**src/rtl/riscv_pkg.sv**
```systemverilog
// Shared RISC-V front-end definitions: datapath width, instruction size and
// the fetch-PC controller state encoding.
package riscv_pkg;

    localparam int XLEN       = 64;
    localparam int INSN_BYTES = 4;

    typedef enum logic [1:0] {
        ST_RUN    = 2'd0,
        ST_SQUASH = 2'd1,
        ST_ERROR  = 2'd2
    } pc_state_e;

endpackage

```
**src/rtl/pc_target_calc.sv**
```systemverilog
// Branch target adder: ex_pc + ex_imm modulo 2^XLEN, plus an instruction
// alignment check on the result.
module pc_target_calc #(
    parameter int XLEN = riscv_pkg::XLEN
) (
    input  logic [XLEN-1:0] ex_pc,
    input  logic [XLEN-1:0] ex_imm,
    output logic [XLEN-1:0] target,
    output logic            misaligned
);

    always_comb begin
        target     = ex_pc + ex_imm;
        misaligned = (target[1:0] != 2'b00);
    end

endmodule

```
**src/rtl/pc_redirect_unit.sv**
```systemverilog
// Fetch PC owner: steps sequentially, redirects on taken EX branches, flushes
// the younger pipeline stages and ignores branch inputs during a squash window.
module pc_redirect_unit #(
    parameter int              XLEN          = riscv_pkg::XLEN,
    parameter logic [XLEN-1:0] RESET_PC      = '0,
    parameter int              SQUASH_CYCLES = 2
) (
    input  logic            clk,
    input  logic            reset,
    input  logic            stall,
    input  logic            fetch_ready,
    input  logic            ex_valid,
    input  logic            ex_is_branch,
    input  logic            ex_taken,
    input  logic [XLEN-1:0] ex_pc,
    input  logic [XLEN-1:0] ex_imm,
    output logic [XLEN-1:0] pc_out,
    output logic            pc_valid,
    output logic            if_id_flush,
    output logic            id_ex_flush,
    output logic            misalign_err,
    output logic [31:0]     branch_count,
    output logic [31:0]     taken_count
);

    import riscv_pkg::*;

    localparam int CW = (SQUASH_CYCLES > 1) ? $clog2(SQUASH_CYCLES) : 1;

    pc_state_e       state;
    logic [CW-1:0]   sq_cnt;
    logic [XLEN-1:0] target;
    logic            misaligned;
    logic            resolve;
    logic            take;
    logic            step;
    logic [XLEN-1:0] pc_seq;

    pc_target_calc #(.XLEN(XLEN)) u_target (
        .ex_pc      (ex_pc),
        .ex_imm     (ex_imm),
        .target     (target),
        .misaligned (misaligned)
    );

    // NOTE: flushes are driven combinationally so the wrong-path instructions
    // are squashed in the same cycle the EX stage resolves the branch.
    always_comb begin
        resolve     = ex_valid & ex_is_branch & (state == ST_RUN);
        take        = resolve & ex_taken;
        step        = ~stall & fetch_ready;
        pc_seq      = pc_out + XLEN'(INSN_BYTES);
        if_id_flush = take;
        id_ex_flush = take;
    end

    // NOTE: all state updates use non-blocking assignments so every register
    // samples the pre-edge values regardless of statement order.
    always_ff @(posedge clk or posedge reset) begin
        if (reset) begin
            state        <= ST_RUN;
            sq_cnt       <= '0;
            pc_out       <= RESET_PC;
            pc_valid     <= 1'b1;
            misalign_err <= 1'b0;
            branch_count <= '0;
            taken_count  <= '0;
        end else begin
            case (state)
                ST_RUN: begin
                    if (resolve) begin
                        branch_count <= branch_count + 32'd1;
                    end
                    if (take) begin
                        taken_count <= taken_count + 32'd1;
                        if (misaligned) begin
                            misalign_err <= 1'b1;
                            pc_valid     <= 1'b0;
                            state        <= ST_ERROR;
                        end else begin
                            // Redirect wins over stall and a busy imem.
                            pc_out <= target;
                            sq_cnt <= CW'(SQUASH_CYCLES - 1);
                            if (SQUASH_CYCLES > 1) begin
                                state <= ST_SQUASH;
                            end
                        end
                    end else if (step) begin
                        pc_out <= pc_seq;
                    end
                end
                ST_SQUASH: begin
                    if (step) begin
                        pc_out <= pc_seq;
                    end
                    if (sq_cnt == '0) begin
                        state <= ST_RUN;
                    end else begin
                        sq_cnt <= sq_cnt - CW'(1);
                    end
                end
                ST_ERROR: begin
                    pc_valid <= 1'b0;
                end
                default: begin
                    state <= ST_ERROR;
                end
            endcase
        end
    end

endmodule
```
**config.mk**
```make
export PLATFORM = sky130hd
export DESIGN_NAME = pc_redirect_unit
export DESIGN_NICKNAME = d
export VERILOG_FILES = /design/src/rtl/riscv_pkg.sv /design/src/rtl/pc_target_calc.sv /design/src/rtl/pc_redirect_unit.sv
export SDC_FILE = /design/constraint.sdc
export NUM_CORES = 1
export LEC_CHECK = 0
export ABC_AREA = 1
export BUFFER_PORTS_ARGS = -buffer_cell sky130_fd_sc_hd__clkbuf_2
export CAP_MARGIN = 20
export CELL_PAD_IN_SITES_DETAIL_PLACEMENT = 1
export CELL_PAD_IN_SITES_GLOBAL_PLACEMENT = 1
export CORE_ASPECT_RATIO = 0.9
export CORE_MARGIN = 2
export CORE_UTILIZATION = 39
export CTS_CLUSTER_SIZE = 30
export DETAILED_ROUTE_END_ITERATION = 7
export PLACE_DENSITY = 0.85
export SLEW_MARGIN = 20
export SYNTH_ARGS = -nofsm -noshare
export SYNTH_HDL_FRONTEND = slang
export SYNTH_SLANG_ARGS = --single-unit
```
**constraint.sdc**
```tcl
create_clock -name clk -period 5.2 [get_ports clk]
set_input_delay 1.04 -clock clk [delete_from_list [all_inputs] [get_ports clk]]
set_output_delay 1.04 -clock clk [all_outputs]
set_load 0.005 [all_outputs]
```
==> results of run 1 <==
[cell type report]
cell class                      count  area, um2
Multi-Input combinational cell   1737       8740
Sequential cell                   133       3330
Tap cell                          469        587
Inverter                          404       1520
Clock inverter                     10        144
Timing Repair Buffer              274       1390
Fill cell                        4934      18700
Clock buffer                       22        474
[metal layers]
layer / share of wire / global-route usage
met1: 0.45 / 0.403
met2: 0.47 / 0.514
met4: 0.034 / 0.108
met3: 0.055 / 0.0429
met5: 0.00023 / 0
[state kept, by name (all words and copies together) (netlist names)]
signal and flops:
sq_cnt 1, misalign_err 1, state 2, branch_count 32
pc_valid 1, pc_out 64, taken_count 32
[cells in the final DEF, fill, tap and decap left out, types with 9 or more instances in the layout]
| cell | n |
|---|---|
| nor3_1 | 49 |
| inv_1 | 395 |
| xor2_1 | 58 |
| clkbuf_2 | 266 |
| xnor2_1 | 29 |
| o21ai_1 | 10 |
| nand4_1 | 44 |
| o211ai_1 | 9 |
| nand3_1 | 196 |
| clkbuf_16 | 17 |
| dfrtp_1 | 132 |
| o21bai_1 | 13 |
| o21ai_0 | 80 |
| nor2_1 | 230 |
| nand2_1 | 769 |
| nand3b_1 | 12 |
| a21oi_1 | 99 |
| ha_1 | 66 |
| nor2_4 | 10 |
[power breakdown]
group / internal, W / total, W / switching (W)
Clock: 0.000798 / 0.00130 / 0.000502
Combinational: 0.000230 / 0.000717 / 0.000487
Sequential: 0.00104 / 0.00104 / 0.00000210
[logic make-up after synthesis]
| group | count (synthesis) | synth area share |
|---|---|---|
| simple gates | 1357 | 0.430 |
| buf+inv | 434 | 0.120 |
| compound gates | 226 | 0.0896 |
| flops | 133 | 0.243 |
| xor+xnor | 87 | 0.0556 |
| fa+ha+maj | 67 | 0.0617 |
[metrics by stage]
stage / total power [W] / utilization / area (um2) / std cells
3_3_place_gp: 0.00175 / 0.446 / 15600 / 3017
4_1_cts: 0.00307 / 0.464 / 16200 / 3049
5_1_grt: 0.00320 / 0.464 / 16200 / 3049
2_1_floorplan: 0.00151 / - / 13700 / 2304
6_report: 0.00306 / 0.464 / 16200 / 3049
3_5_place_dp: 0.00177 / 0.446 / 15600 / 3017
[Yosys cell counts, drive strengths merged]
master	n	share of area
nor3b	1	0.00055
o21ai	90	0.033
a32oi	2	0.0013
nor2	248	0.075
o21bai	13	0.0071
a31oi	1	0.00046
a32o	1	0.00073
xnor2	29	0.019
o22ai	1	0.00046
fa	1	0.0015
or2	2	0.00091
nand2	778	0.21
dfstp	1	0.0019
clkbuf	12	0.0033
nor4	8	0.0068
o211ai	9	0.0049
nand3	201	0.076
o21a	2	0.0011
o32ai	1	0.00064
a22oi	1	0.00055
ha	66	0.060
o31ai	1	0.00055
nand3b	12	0.0066
o221ai	1	0.00064
buf	18	0.0066
a21oi	99	0.036
a21o	3	0.0016
inv	404	0.11
nand4	49	0.025
xor2	58	0.037
dfrtp	132	0.24
and2	2	0.00091
nor3	56	0.023
a21boi	1	0.00055
[critical path: cells and delay by family]
kind          cells  cell delay, ns
buf+inv           3            0.16
simple gates     12            2.09
[how the worst min path moves through the flow]
stage / to / start / slack (ns)
after detailed placement: pc_valid$_DFFE_PP1P_ / pc_valid$_DFFE_PP1P_ / 0.47
final: pc_valid$_DFFE_PP1P_ / pc_valid$_DFFE_PP1P_ / 0.47
after global placement: branch_count[31]$_DFFE_PP0P_ / branch_count[31]$_DFFE_PP0P_ / 0.46
after floorplan: pc_valid$_DFFE_PP1P_ / pc_valid$_DFFE_PP1P_ / 0.45
after CTS: pc_valid$_DFFE_PP1P_ / pc_valid$_DFFE_PP1P_ / 0.47
after global routing: pc_valid$_DFFE_PP1P_ / pc_valid$_DFFE_PP1P_ / 0.49
==> flow_metrics.py, run 1 <==
metrics = {
    "status": {
        "status": "complete, no violations",
    },
    "detailed_routing": {
        "finalWirelength_um": 56400,
        "num_vias": 16100,
        "drc": 0,
        "initialDrtViolationCount": 1076,
        "via_per_inst": 5.29,
        "ant_nets": 0,
        "dr.pass1.iters": 5,
        "wl_per_cell_um": 18.5,
    },
    "clocking": {
        "cts_htree_levels": 4,
        "cts-resized-gates": 0,
        "cts_setup_buffers": 0,
        "cts.root.buffer_cell": "clkbuf_16",
        "insertion_delay_ns": 0.43,
        "numCtsBuffers": 17,
        "path_clk_slew_ns": 0.06,
        "cts_tree": "yes",
        "clkSinkCount": 133,
        "clk_path_buf_depth": 2,
        "ctsHoldBuffers": 0,
    },
    "critical_path": {
        "critPathKind": "in -> reg",
        "reg2reg_depth": 8,
        "cp_max_fo": 11,
        "max_stage_delay_ns": 0.36,
        "crit_required_ns": 5.52,
        "regToRegSetupSlack_ns": 2.37,
        "path_cells": "clkbuf_2, inv_1, nand2_1, nor2_4, nand3_1, nor2_1, nand4_1, nor2_1, nand2_1, nand2_1, nand3_1, nand2_1, inv_1, nand2_1, nand2_1",
        "critPathCapture": "pc_out[54]$_DFFE_PP0P_",
        "cp-start-kind": "input pin",
        "cp_common_cell": "nand2_1",
        "cp-startpoint": "stall",
        "critPathArrivalTime_ns": 3.30,
        "end_kind": "flop",
        "regToRegEndpoint": "pc_out[27]$_DFFE_PP0P_",
        "slowest_stage": "nor2_1",
        "r2r-start": "state[0]$_DFFE_PP0P_",
    },
    "floorplanning": {
        "core.rowCount": 65,
        "coreArea_um2": 34900,
        "die_h_um": 182,
        "die_area_um2": 36700,
        "initial_utilization": 0.393,
        "ios": 267,
        "die_w_um": 202,
    },
    "synth": {
        "seq_area_frac_synth": 0.243,
        "synth-seq-cells": 133,
        "syn-mean-instance-area_um2": 5.95,
        "syn_area_um2": 13700,
        "ys_warn_count": 0,
        "ys_types": 50,
        "synth_cells": 2304,
        "syn_nets": 2506,
    },
    "global_route": {
        "grt_start_max_net_pins": 74,
        "grt_overflow": 0,
        "grt_usage": 0.306,
        "grt_pass1_wl_um": 89100,
        "grt_pass1_vias": 16500,
        "antenna_found_initial": 1,
    },
    "worst_hold_path": {
        "min-delay-path-class": "reg -> reg",
        "holdPathStages": 1,
    },
    "placed_design": {
        "numPortBuffers": 266,
        "gp_congestion": 0.951,
        "pre_cts_slack_ns": 1.82,
        "hpwl_um": 46600,
    },
    "sta": {
        "finalCriticalPeriod_ns": 2.97,
        "finalSetupViolCount": 0,
        "fin_skew_ns": 0.0131,
        "fin_setup_tns_ns": 0,
        "max_freq_ghz": 0.336,
        "slew-limit-headroom": 0.348,
        "rsz0062_at_grt": "no",
        "fin_crit_sh": 0.572,
        "layout_setup_ws_ns": 2.23,
        "holdWs_ns": 0.472,
        "worst_pin_slew_ns": 0.977,
        "drv_slew": 0,
        "hold_viol": 0,
    },
    "layout": {
        "n_antenna_cell": 0,
        "drive_above_1_share": 0.141,
        "final_nets": 2769,
        "syn2layout_area_growth_pct": 18.0,
    },
    "pwr": {
        "p_leak_nw": 9.18,
        "p_per_area_nw_per_um2": 189,
        "ir_worst_vdd_mv": 0.187,
    },
    "flow_run": {
        "cap_violations": 0,
    },
}
Note: power is estimated with default switching activity, not from simulation.
==> run 2: changes to the inputs <==
==> constraint.sdc (replaced) <==
create_clock -name clk -period 3.05 [get_ports clk]
set_input_delay 0.61 -clock clk [delete_from_list [all_inputs] [get_ports clk]]
set_output_delay 0.61 -clock clk [all_outputs]
set_load 0.005 [all_outputs]
==> run 2 against run 1 <==
Combinational power up 74%. Design area up 0.46%. Count of clock-buffer cells in the layout down 1. Power up 72%. Sequential share of layout area down 0.095 points. Register-to-register slack worse by 1.9 ns. First-iteration DRC count down 3.6%. Via count up 1.3%. Critical endpoint is now id_ex_flush. Highest routed layer is now met4.
==> flow_metrics.py, run 2 (synthesis results as in run 1) <==
metrics = {
    "status": {
        "status": "complete, no violations",
    },
    "layout": {
        "final_cells": 3052,
        "final_common_cell": "nand2_1",
        "drive_above_1_share": 0.142,
        "layout_common_cells": "nand2_1, inv_1, clkbuf_2",
        "final_nets": 2772,
        "final_area_um2": 16300,
        "top_regs": "pc_out: 64 flops, branch_count: 32 flops, taken_count: 32 flops",
        "top_register": "pc_out",
        "largest_reg_flops": 64,
        "syn2layout_area_growth_pct": 18.6,
        "n_antenna_cell": 0,
    },
    "detailed_routing": {
        "drc": 0,
        "finalWirelength_um": 57700,
        "num_vias": 16300,
        "wl_per_cell_um": 18.9,
        "initialDrtViolationCount": 1037,
        "via_per_inst": 5.35,
        "dr.pass1.iters": 5,
        "ant_nets": 0,
    },
    "critical_path": {
        "crit_required_ns": 2.44,
        "r2r-start": "pc_out[2]$_DFFE_PP0P_",
        "critPathKind": "reg -> out",
        "regToRegSetupSlack_ns": 0.48,
        "critPathArrivalTime_ns": 2.12,
        "end_kind": "output pin",
        "reg2reg_depth": 14,
        "cp-start-kind": "flop",
        "cp-startpoint": "state[0]$_DFFE_PP0P_",
        "regToRegEndpoint": "pc_out[62]$_DFFE_PP0P_",
        "cp_max_fo": 74,
    },
    "sta": {
        "rsz0062_at_grt": "no",
        "finalCriticalPeriod_ns": 2.73,
        "finalSetupViolCount": 0,
        "layout_setup_ws_ns": 0.322,
        "worst_pin_slew_ns": 0.758,
        "fin_skew_ns": 0.0141,
        "fin_setup_tns_ns": 0,
        "slew-limit-headroom": 0.494,
        "drv_slew": 0,
        "fin_crit_sh": 0.894,
        "hold_viol": 0,
        "max_freq_ghz": 0.367,
    },
    "pwr": {
        "ir_worst_vdd_mv": 0.352,
        "total_power_w": 0.00524,
        "p_per_area_nw_per_um2": 323,
        "p_leak_nw": 9.20,
        "p_sw_w": 0.00173,
        "pwr-share-seq": 0.338,
        "clock_power_share": 0.424,
        "p_int_w": 0.00352,
        "p_comb_frac": 0.238,
        "p_sw_frac": 0.329,
    },
    "floorplanning": {
        "initial_utilization": 0.393,
        "die_area_um2": 36700,
        "coreArea_um2": 34900,
        "die_h_um": 182,
        "ios": 267,
        "die_w_um": 202,
        "core.rowCount": 65,
    },
    "global_route": {
        "grt_overflow": 0,
        "grt_pass1_vias": 16700,
        "grt_pass1_wl_um": 90300,
        "grt_start_max_net_pins": 134,
        "antenna_found_initial": 0,
        "grt_usage": 0.312,
    },
    "clocking": {
        "insertion_delay_ns": 0.44,
        "numCtsBuffers": 17,
        "cts_tree": "yes",
        "cts-resized-gates": 0,
        "cts_setup_buffers": 0,
        "cts.root.buffer_cell": "clkbuf_16",
        "ctsHoldBuffers": 0,
        "clkSinkCount": 133,
        "path_clk_slew_ns": 0.06,
        "cts_htree_levels": 4,
        "clk_path_buf_depth": 2,
    },
    "placed_design": {
        "gp_congestion": 0.993,
        "hpwl_um": 46800,
        "numPortBuffers": 266,
        "dpl_cell_area_um2": 15600,
        "dp_cells": 3020,
        "pre_cts_slack_ns": 0.0887,
    },
    "flow_run": {
        "cap_violations": 0,
    },
    "worst_hold_path": {
        "min-delay-path-class": "in -> async",
    },
}
## run 2: power groups by stage
stage	logic, W	registers (W)	clock network [W]
2_1_floorplan	0.000772	0.00180	0
3_3_place_gp	0.00119	0.00180	0
3_5_place_dp	0.00123	0.00180	0
4_1_cts	0.00124	0.00177	0.00224
5_1_grt	0.00139	0.00177	0.00232
6_report	0.00125	0.00177	0.00222
## run 2: worst max-delay path, cell delays in order, from the launching register on
cell	delay (ns)
dfrtp_1	0.44
nor2_2	0.20
nand3_2	0.18
nor2_4	0.23
buf_12	0.33
clkbuf_2	0.20
## run 2: layer usage
metal / wire length, um / vias to the layer above / share of wire / global-route usage
met2: 26700 / 583 / 0.46 / 0.526
met4: 2560 / 0 / 0.044 / 0.136
met5: 0 / - / 0 / 0
li1: - / 7783 / - / -
met3: 3280 / 128 / 0.057 / 0.0404
met1: 25200 / 7845 / 0.44 / 0.401
## run 2: cell type report
cell class	instances	area, um2
Fill cell	4892	18600
Multi-Input combinational cell	1737	8740
Sequential cell	133	3330
Inverter	404	1520
Timing Repair Buffer	277	1460
Clock buffer	21	470
Tap cell	469	587
Clock inverter	11	149
## run 2: per-stage QoR
stage,hold WS [ns],utilization
6_report,0.417,0.466
5_1_grt,0.464,0.466
4_1_cts,0.449,0.466
3_5_place_dp,0.462,0.448
3_3_place_gp,0.451,0.448
2_1_floorplan,0.450,-
## run 2: worst max path at each step
stage	endpoint	cells after the start	slack, ns
finish	id_ex_flush	5	0.32
global route	pc_out[46]$_DFFE_PP0P_	18	0.19
CTS	id_ex_flush	5	0.40
detailed placement	pc_out[62]$_DFFE_PP0P_	18	0.09
global placement	pc_out[46]$_DFFE_PP0P_	18	0.20
floorplan	pc_out[46]$_DFFE_PP0P_	17	0.71
